**src/rtl/xpmwrap_tdpram_arbiter.sv**
```systemverilog
// Two-requester round-robin front end for one port of a true-dual-port RAM.
// It zero-fills the RAM after reset, then issues one access per cycle and returns read data in order.
module xpmwrap_tdpram_arbiter #(
    parameter int ADDR_WIDTH     = 6,
    parameter int DATA_WIDTH     = 32,
    parameter int READ_LATENCY   = 2,
    parameter int CLEAR_ON_RESET = 1
) (
    input  logic                  clk,
    input  logic                  rst_n,
    input  logic                  req0_valid,
    output logic                  req0_ready,
    input  logic                  req0_we,
    input  logic [ADDR_WIDTH-1:0] req0_addr,
    input  logic [DATA_WIDTH-1:0] req0_wdata,
    input  logic                  req1_valid,
    output logic                  req1_ready,
    input  logic                  req1_we,
    input  logic [ADDR_WIDTH-1:0] req1_addr,
    input  logic [DATA_WIDTH-1:0] req1_wdata,
    output logic                  rsp0_valid,
    output logic [DATA_WIDTH-1:0] rsp0_rdata,
    output logic                  rsp1_valid,
    output logic [DATA_WIDTH-1:0] rsp1_rdata,
    output logic                  mem_en,
    output logic                  mem_we,
    output logic [ADDR_WIDTH-1:0] mem_addr,
    output logic [DATA_WIDTH-1:0] mem_din,
    output logic                  mem_regce,
    output logic                  mem_rst,
    input  logic [DATA_WIDTH-1:0] mem_dout,
    output logic                  init_done
);

    typedef enum logic {ST_CLEAR, ST_RUN} state_t;

    state_t                  state_reg, state_next;
    logic [ADDR_WIDTH:0]     clr_cnt_reg, clr_cnt_next;
    logic                    last_reg;
    logic                    init_done_reg;
    logic                    grant0, grant1, rd_accept;
    logic                    mem_en_reg, mem_en_next;
    logic                    mem_we_reg, mem_we_next;
    logic [ADDR_WIDTH-1:0]   mem_addr_reg, mem_addr_next;
    logic [DATA_WIDTH-1:0]   mem_din_reg, mem_din_next;
    logic                    mem_regce_reg;
    logic [READ_LATENCY:0]   rv_reg, rid_reg;

    always_comb begin
        state_next    = state_reg;
        clr_cnt_next  = clr_cnt_reg;
        grant0        = 1'b0;
        grant1        = 1'b0;
        mem_en_next   = 1'b0;
        mem_we_next   = 1'b0;
        mem_addr_next = req0_addr;
        mem_din_next  = req0_wdata;
        case (state_reg)
            ST_CLEAR: begin
                // Counter MSB marks that the last address has already been written.
                if (clr_cnt_reg[ADDR_WIDTH]) begin
                    state_next = ST_RUN;
                end else begin
                    mem_en_next   = 1'b1;
                    mem_we_next   = 1'b1;
                    mem_addr_next = clr_cnt_reg[ADDR_WIDTH-1:0];
                    mem_din_next  = '0;
                    clr_cnt_next  = clr_cnt_reg + 1'b1;
                end
            end
            default: begin
                if (init_done_reg) begin
                    // last_reg=1 means req1 won last, so req0 has priority on contention.
                    grant0 = req0_valid & (~req1_valid | last_reg);
                    grant1 = req1_valid & (~req0_valid | ~last_reg);
                    if (grant1) begin
                        mem_addr_next = req1_addr;
                        mem_din_next  = req1_wdata;
                    end
                    mem_en_next = grant0 | grant1;
                    mem_we_next = (grant0 & req0_we) | (grant1 & req1_we);
                end
            end
        endcase
    end

    assign rd_accept = (grant0 & ~req0_we) | (grant1 & ~req1_we);

    always_ff @(posedge clk or negedge rst_n) begin
        if (!rst_n) begin
            state_reg     <= (CLEAR_ON_RESET != 0) ? ST_CLEAR : ST_RUN;
            clr_cnt_reg   <= '0;
            last_reg      <= 1'b1;
            init_done_reg <= 1'b0;
            mem_en_reg    <= 1'b0;
            mem_we_reg    <= 1'b0;
            mem_addr_reg  <= '0;
            mem_din_reg   <= '0;
            mem_regce_reg <= 1'b0;
            rv_reg        <= '0;
            rid_reg       <= '0;
        end else begin
            state_reg     <= state_next;
            clr_cnt_reg   <= clr_cnt_next;
            if (grant0 | grant1) begin
                last_reg <= grant1;
            end
            init_done_reg <= init_done_reg | (state_next == ST_RUN);
            mem_en_reg    <= mem_en_next;
            mem_we_reg    <= mem_we_next;
            mem_addr_reg  <= mem_addr_next;
            mem_din_reg   <= mem_din_next;
            mem_regce_reg <= 1'b1;
            // Stage k holds reads issued k+1 cycles ago; the last stage lines up with mem_dout.
            rv_reg        <= {rv_reg[READ_LATENCY-1:0], rd_accept};
            rid_reg       <= {rid_reg[READ_LATENCY-1:0], grant1};
        end
    end

    assign req0_ready = grant0;
    assign req1_ready = grant1;
    assign rsp0_valid = rv_reg[READ_LATENCY] & ~rid_reg[READ_LATENCY];
    assign rsp1_valid = rv_reg[READ_LATENCY] & rid_reg[READ_LATENCY];
    assign rsp0_rdata = mem_dout;
    assign rsp1_rdata = mem_dout;
    assign mem_en     = mem_en_reg;
    assign mem_we     = mem_we_reg;
    assign mem_addr   = mem_addr_reg;
    assign mem_din    = mem_din_reg;
    assign mem_regce  = mem_regce_reg;
    assign mem_rst    = 1'b0;
    assign init_done  = init_done_reg;

endmodule

```
**config.mk**
```make
export PLATFORM = sky130hd
export DESIGN_NAME = xpmwrap_tdpram_arbiter
export DESIGN_NICKNAME = d
export VERILOG_FILES = /design/src/rtl/xpmwrap_tdpram_arbiter.sv
export SDC_FILE = /design/constraint.sdc
export NUM_CORES = 1
export LEC_CHECK = 0
export ABC_AREA = 1
export BUFFER_PORTS_ARGS = -buffer_cell sky130_fd_sc_hd__buf_2
export CAP_MARGIN = 40
export CORE_AREA = 2 2 111 80
export DETAILED_ROUTE_END_ITERATION = 7
export DIE_AREA = 0 0 113 82
export GPL_TIMING_DRIVEN = 1
export PLACE_DENSITY = 0.82
export RECOVER_POWER = 100
export SLEW_MARGIN = 20
export SYNTH_ARGS = -nofsm -noshare
export SYNTH_HDL_FRONTEND = slang
export SYNTH_SLANG_ARGS = --single-unit
```
**constraint.sdc**
```tcl
create_clock -name clk -period 1.5 [get_ports clk]
set_input_delay 0.3 -clock clk [delete_from_list [all_inputs] [get_ports clk]]
set_output_delay 0.3 -clock clk [all_outputs]
set_load 0.03 [all_outputs]
```
======== After elaboration in Yosys (flattened, before gate mapping) ========
Cells that the tools add are included.
cells by class
  equal/unequal tests ..................... 0
  reduce and logical (&&, ||, !) cells .... 1
  bitwise operators ....................... 23
  mux-type cells .......................... 20
  $mul .................................... 0
  divide/modulo/power cells ............... 0
  add/subtract/negate cells ............... 1
  shift-type cells ........................ 0
  magnitude comparators ................... 0
operator list
  operator                                                        number
  32-bit 2-to-1 mux                                               4
  6-bit 2-to-1 mux                                                4
  1-bit 2-to-1 mux                                                11
  1-bit bitwise AND                                               8
  1-bit NOT                                                       8
  7-bit by 1-bit adder with 7-bit output (second input constant)  1
  7-bit 2-to-1 mux                                                1
  1-bit bitwise OR                                                7
  2-bit AND reduction                                             1
storage, ports and cells
  input bits .............................. 114
  word-level logic and storage cells ...... 57
  memory bits (read-only) ................. 0
  output and inout bits ................... 111
  memories ................................ 0
  memory bits (writable) .................. 0
  bits in registers ....................... 57
  bits in latches ......................... 0

======== Logic depth before layout (Yosys ltp) ========
  depth in word-level cells ............... 7
  gate-level depth with buffers ........... 8
  depth with buffers taken out ............ 6

======== Worst setup path after synthesis ========
No wires, ideal clock.
  path type ............................... reg-to-output
  start point ............................. register init_done_reg, in the netlist init_done
  end point ............................... output req1_ready
  arrival ................................. 1.205 ns
  slack ................................... -0.005 ns
  cell stages (with the launch flop) ...... 6
  path buffers ............................ 1
  required time ........................... 1.200 ns
  cells stage by stage .................... dfrtp_1 > nand2_1 > inv_2 > nand2_2 > buf_6 > nor2_2
between the ends
  longest elaborated chain between the ends .. 2
ends and longest elaborated chain
  item                      RTL line  source
  start: declaration        40        logic init_done_reg;
  start signal: assignment  108       init_done_reg <= init_done_reg | (state_next == ST_RUN);
  1-bit 2-to-1 mux          72        if (init_done_reg) begin
  1-bit 2-to-1 mux          58        case (state_reg)
  end: declaration          17        output logic req1_ready,
Every way passes these cells.

======== Worst setup path after layout ========
  start point ............................. register last_reg
  end point ............................... output req0_ready
between the ends
  longest elaborated chain between the ends .. 4
ends and longest elaborated chain
  item                      RTL line  source
  start: declaration        39        logic last_reg;
  start signal: assignment  106       last_reg <= grant1;
  1-bit bitwise OR          74        grant0 = req0_valid & (~req1_valid | last_reg);
  1-bit bitwise AND         74
  1-bit 2-to-1 mux          72
  1-bit 2-to-1 mux          58
  end: declaration          12        output logic req0_ready,
Every way passes these cells.

==> flow_summary.json <==
{
  "drive_above_1_share_pct": 24.04,
  "status": "finished, violations left",
  "dp.cells": 625,
  "share_comb_of_total_power_pct": 6.6,
  "hold_violations": 0,
  "synth_top_family_by_area": "buffers and inverters",
  "worstPathRequired_ns": 1.20,
  "clock_latency_ns": 0.32,
  "yosys.area.top_type": "dfrtp_1",
  "violations": "DRC, setup timing",
  "synth_compound_area_share_pct": 1.739,
  "leakage_nw": 2.455,
  "report.final.slew_viol_count": 0,
  "synthSimpleGateAreaFrac_pct": 27.20,
  "path_max_fanout": 2,
  "globalplace.congestion": 0.8253,
  "cts-root-buf": "clkbuf_16",
  "yosysSeqAreaShare_pct": 41.33,
  "dieArea_um2": 9266,
  "fin_crit_ns": 1.564,
  "clockBufferDepth": 2,
  "critPathSlowestCell": "dfstp_2",
  "p_sw_share_pct": 22.43,
  "crit_type": "flip-flop to output port",
  "cellInternalPower_w": 0.002979,
  "vias": 3060,
  "final_cell_mix": "122 x nand2_1, 88 x inv_1, 81 x nand3_1",
  "r2r_slack_ns": 0.04,
  "synth_fa_ha_area_share_pct": 0.3622,
  "drt_wl_total_um": 8994,
  "grt_use_total_pct": 19.45,
  "pwr-share-clk_pct": 53.3,
  "cts_sinks": 57,
  "coreArea_um2": 8268,
  "largest_reg_flops": 32,
  "synth_top_area_share_pct": 40.57,
  "ys_seq_elements": 57,
  "avgSynthCellArea_um2": 7.397,
  "rr_startpoint": "last_reg",
  "initial_core_util_pct": 41.78,
  "cp_cell_sequence": "inv_2 -> nand2_4 -> nand3_4 -> inv_2 -> buf_6",
  "synth-xor-area-share_pct": 1.014,
  "grt_pass1_vias": 2929,
  "final_common_cell": "nand2_1",
  "antennaDiodeCount": 0,
  "clk_pin_slew_worst_paths_ns": 0.05,
  "final.setup.worst_slack_ns": -0.06410,
  "postSynthNetCount": 582,
  "grt_pass1_wl_um": 13830,
  "ys_types": 22,
  "vias_per_cell": 4.708,
  "antenna_found_initial": 0,
  "pwr_density_cell_nw_per_um2": 947.1,
  "dp_hpwl_um": 6423,
  "drc": 13,
  "fin_crit_sh_pct": 104.3,
  "min_path_cells": 3,
  "area_growth_pct": 17.39,
  "slew_headroom_pct": 39.08,
  "synth_mux_area_share_pct": 0,
  "irDropWorstVdd_uv": 574.4,
  "tightestPinTransition_ns": 0.9138,
  "die_w_um": 113,
  "r2r-end": "mem_din[13]",
  "cap_violations": 0,
  "crit_top_cell": "inv_2",
  "ff2ff_path_depth": 7,
  "pwr-share-seq_pct": 40.1,
  "synth_cells": 467,
  "whs_endpoint": "mem_din[3]",
  "dpl_worst_slack_ns": 0.1677,
  "fin_cells": 650,
  "setup_viol": 2,
  "nNetsFinal": 655,
  "fmax_mhz": 639.3,
  "rows": 28,
  "drtAntennaViolNets": 0,
  "min_from": "req0_wdata[3]",
  "critPathArrivalTime_ns": 1.26,
  "syn_area_um2": 3455,
  "start_kind": "flip-flop",
  "drt-initial-drc-count": 238,
  "skew_ns": 0.002237,
  "cts_tree": "built",
  "portBuffers": 127,
  "p_switching_w": 0.0008614,
  "yosys-top-cells-area": "dfrtp_1 41%, buf_4 15%, nand2_1 13%, nand3_1 12%, inv_1 9.8%",
  "die_y_um": 82,
  "ioPinCount": 225,
  "cts.htree.levels": 3,
  "wl_per_cell_um": 13.84,
  "cts_buffers": 9,
  "hold_class": "input port to flip-flop",
  "overflow": 0,
  "cpPeakStageDelay_ns": 0.54,
  "dr.pass1.iters": 6,
  "endpoint_kind": "output port",
  "ys_warn_count": 0,
  "grt_max_degree": 40,
  "rsz0062_at_grt": "yes",
  "cpLargestDelayFamily": "flip-flops",
  "worstPathBufferInverterCount": 3
}
cell families after synthesis:
| family | after synthesis |
|---|---|
| adder cells (fa/ha/maj) | 1 |
| AO/OA/AOI/OAI | 9 |
| other | 2 |
| buffers and inverters | 177 |
| XOR/XNOR | 4 |
| AND/OR/NAND/NOR | 217 |
| flip-flops | 57 |
metal layers:
layer / GRT usage [%] / part of all wire [%] / vias to the layer above
met5: 0 / 0 / -
met4: 8.537 / 1.2 / 0
met3: 7.528 / 10 / 13
met2: 33.29 / 47 / 172
met1: 21.96 / 42 / 1387
li1: - / - / 1488
worst max-delay path by stage:
stage	startpoint	end	depth (start not counted)
2_1_floorplan	init_done	req1_ready	5
3_3_place_gp	last_reg	req0_ready	5
3_5_place_dp	last_reg	mem_din[26]	6
4_1_cts	last_reg	req1_ready	4
5_1_grt	last_reg	req0_ready	5
6_report	last_reg	req0_ready	5
power groups by stage:
stage | registers (W) | logic, W | clock network (W)
after floorplan | 0.00157 | 0.000403 | 0
after global placement | 0.00157 | 0.000247 | 0
after detailed placement | 0.00157 | 0.000257 | 0
after CTS | 0.00154 | 0.000261 | 0.00210
after global routing | 0.00154 | 0.000288 | 0.00218
final | 0.00154 | 0.000254 | 0.00205
synth_stat cells:
cell type	n
o21ai_0	3
dfstp_2	1
nand3_1	82
dfrtp_1	56
xor2_1	1
nand4_1	4
nor2_2	2
xnor2_1	3
buf_4	70
ha_1	1
clkbuf_4	1
inv_2	1
buf_6	4
inv_1	90
nand2_1	123
nand2_2	2
clkbuf_1	2
or2_2	1
nor2_1	3
conb_1	2
a22oi_1	6
buf_2	9
through the flow:
step | setup TNS, ns | total power (W) | utilization [%] | instance area [um2] | hold slack, ns
floorplan | 0 | 0.001974 | - | 3460 | 0.004409
global placement | 0 | 0.001814 | 44.98 | 3719 | 0.3065
detailed placement | 0 | 0.001824 | 44.98 | 3719 | 0.3164
CTS | -0.1275 | 0.003899 | 49.68 | 4108 | 0.1848
global route | -2.132 | 0.004011 | 49.05 | 4055 | 0.1910
finish | -0.09525 | 0.003840 | 49.05 | 4055 | 0.1969
layout make-up:
| type | count | area, um2 |
|---|---|---|
| clock buffer | 10 | 239.0 |
| clock inverter | 6 | 66.31 |
| fill | 825 | 4213 |
| inverter | 91 | 341.6 |
| multi-input combinational | 233 | 1090 |
| sequential | 57 | 1428 |
| tap | 105 | 131.4 |
| timing repair buffer | 148 | 759.5 |
timing repair:
item	CTS	global route
gates cloned	0	0
setup buffers	7	2
gates resized for setup	9	6
endpoints found under the setup margin	2	10
hold buffers	1	0
pin swaps	2	1
endpoints found under the hold margin	22	0
worst register-to-register path, cell delays in order (launching register included):
cell and delay, ns:
dfstp_2 0.54, nand2_2 0.08, nand2_4 0.08, clkbuf_4 0.13
clkbuf_4 0.28, nand2_1 0.09, nand3_1 0.07, nand2_1 0.06
(Power assumes the default switching activity.)
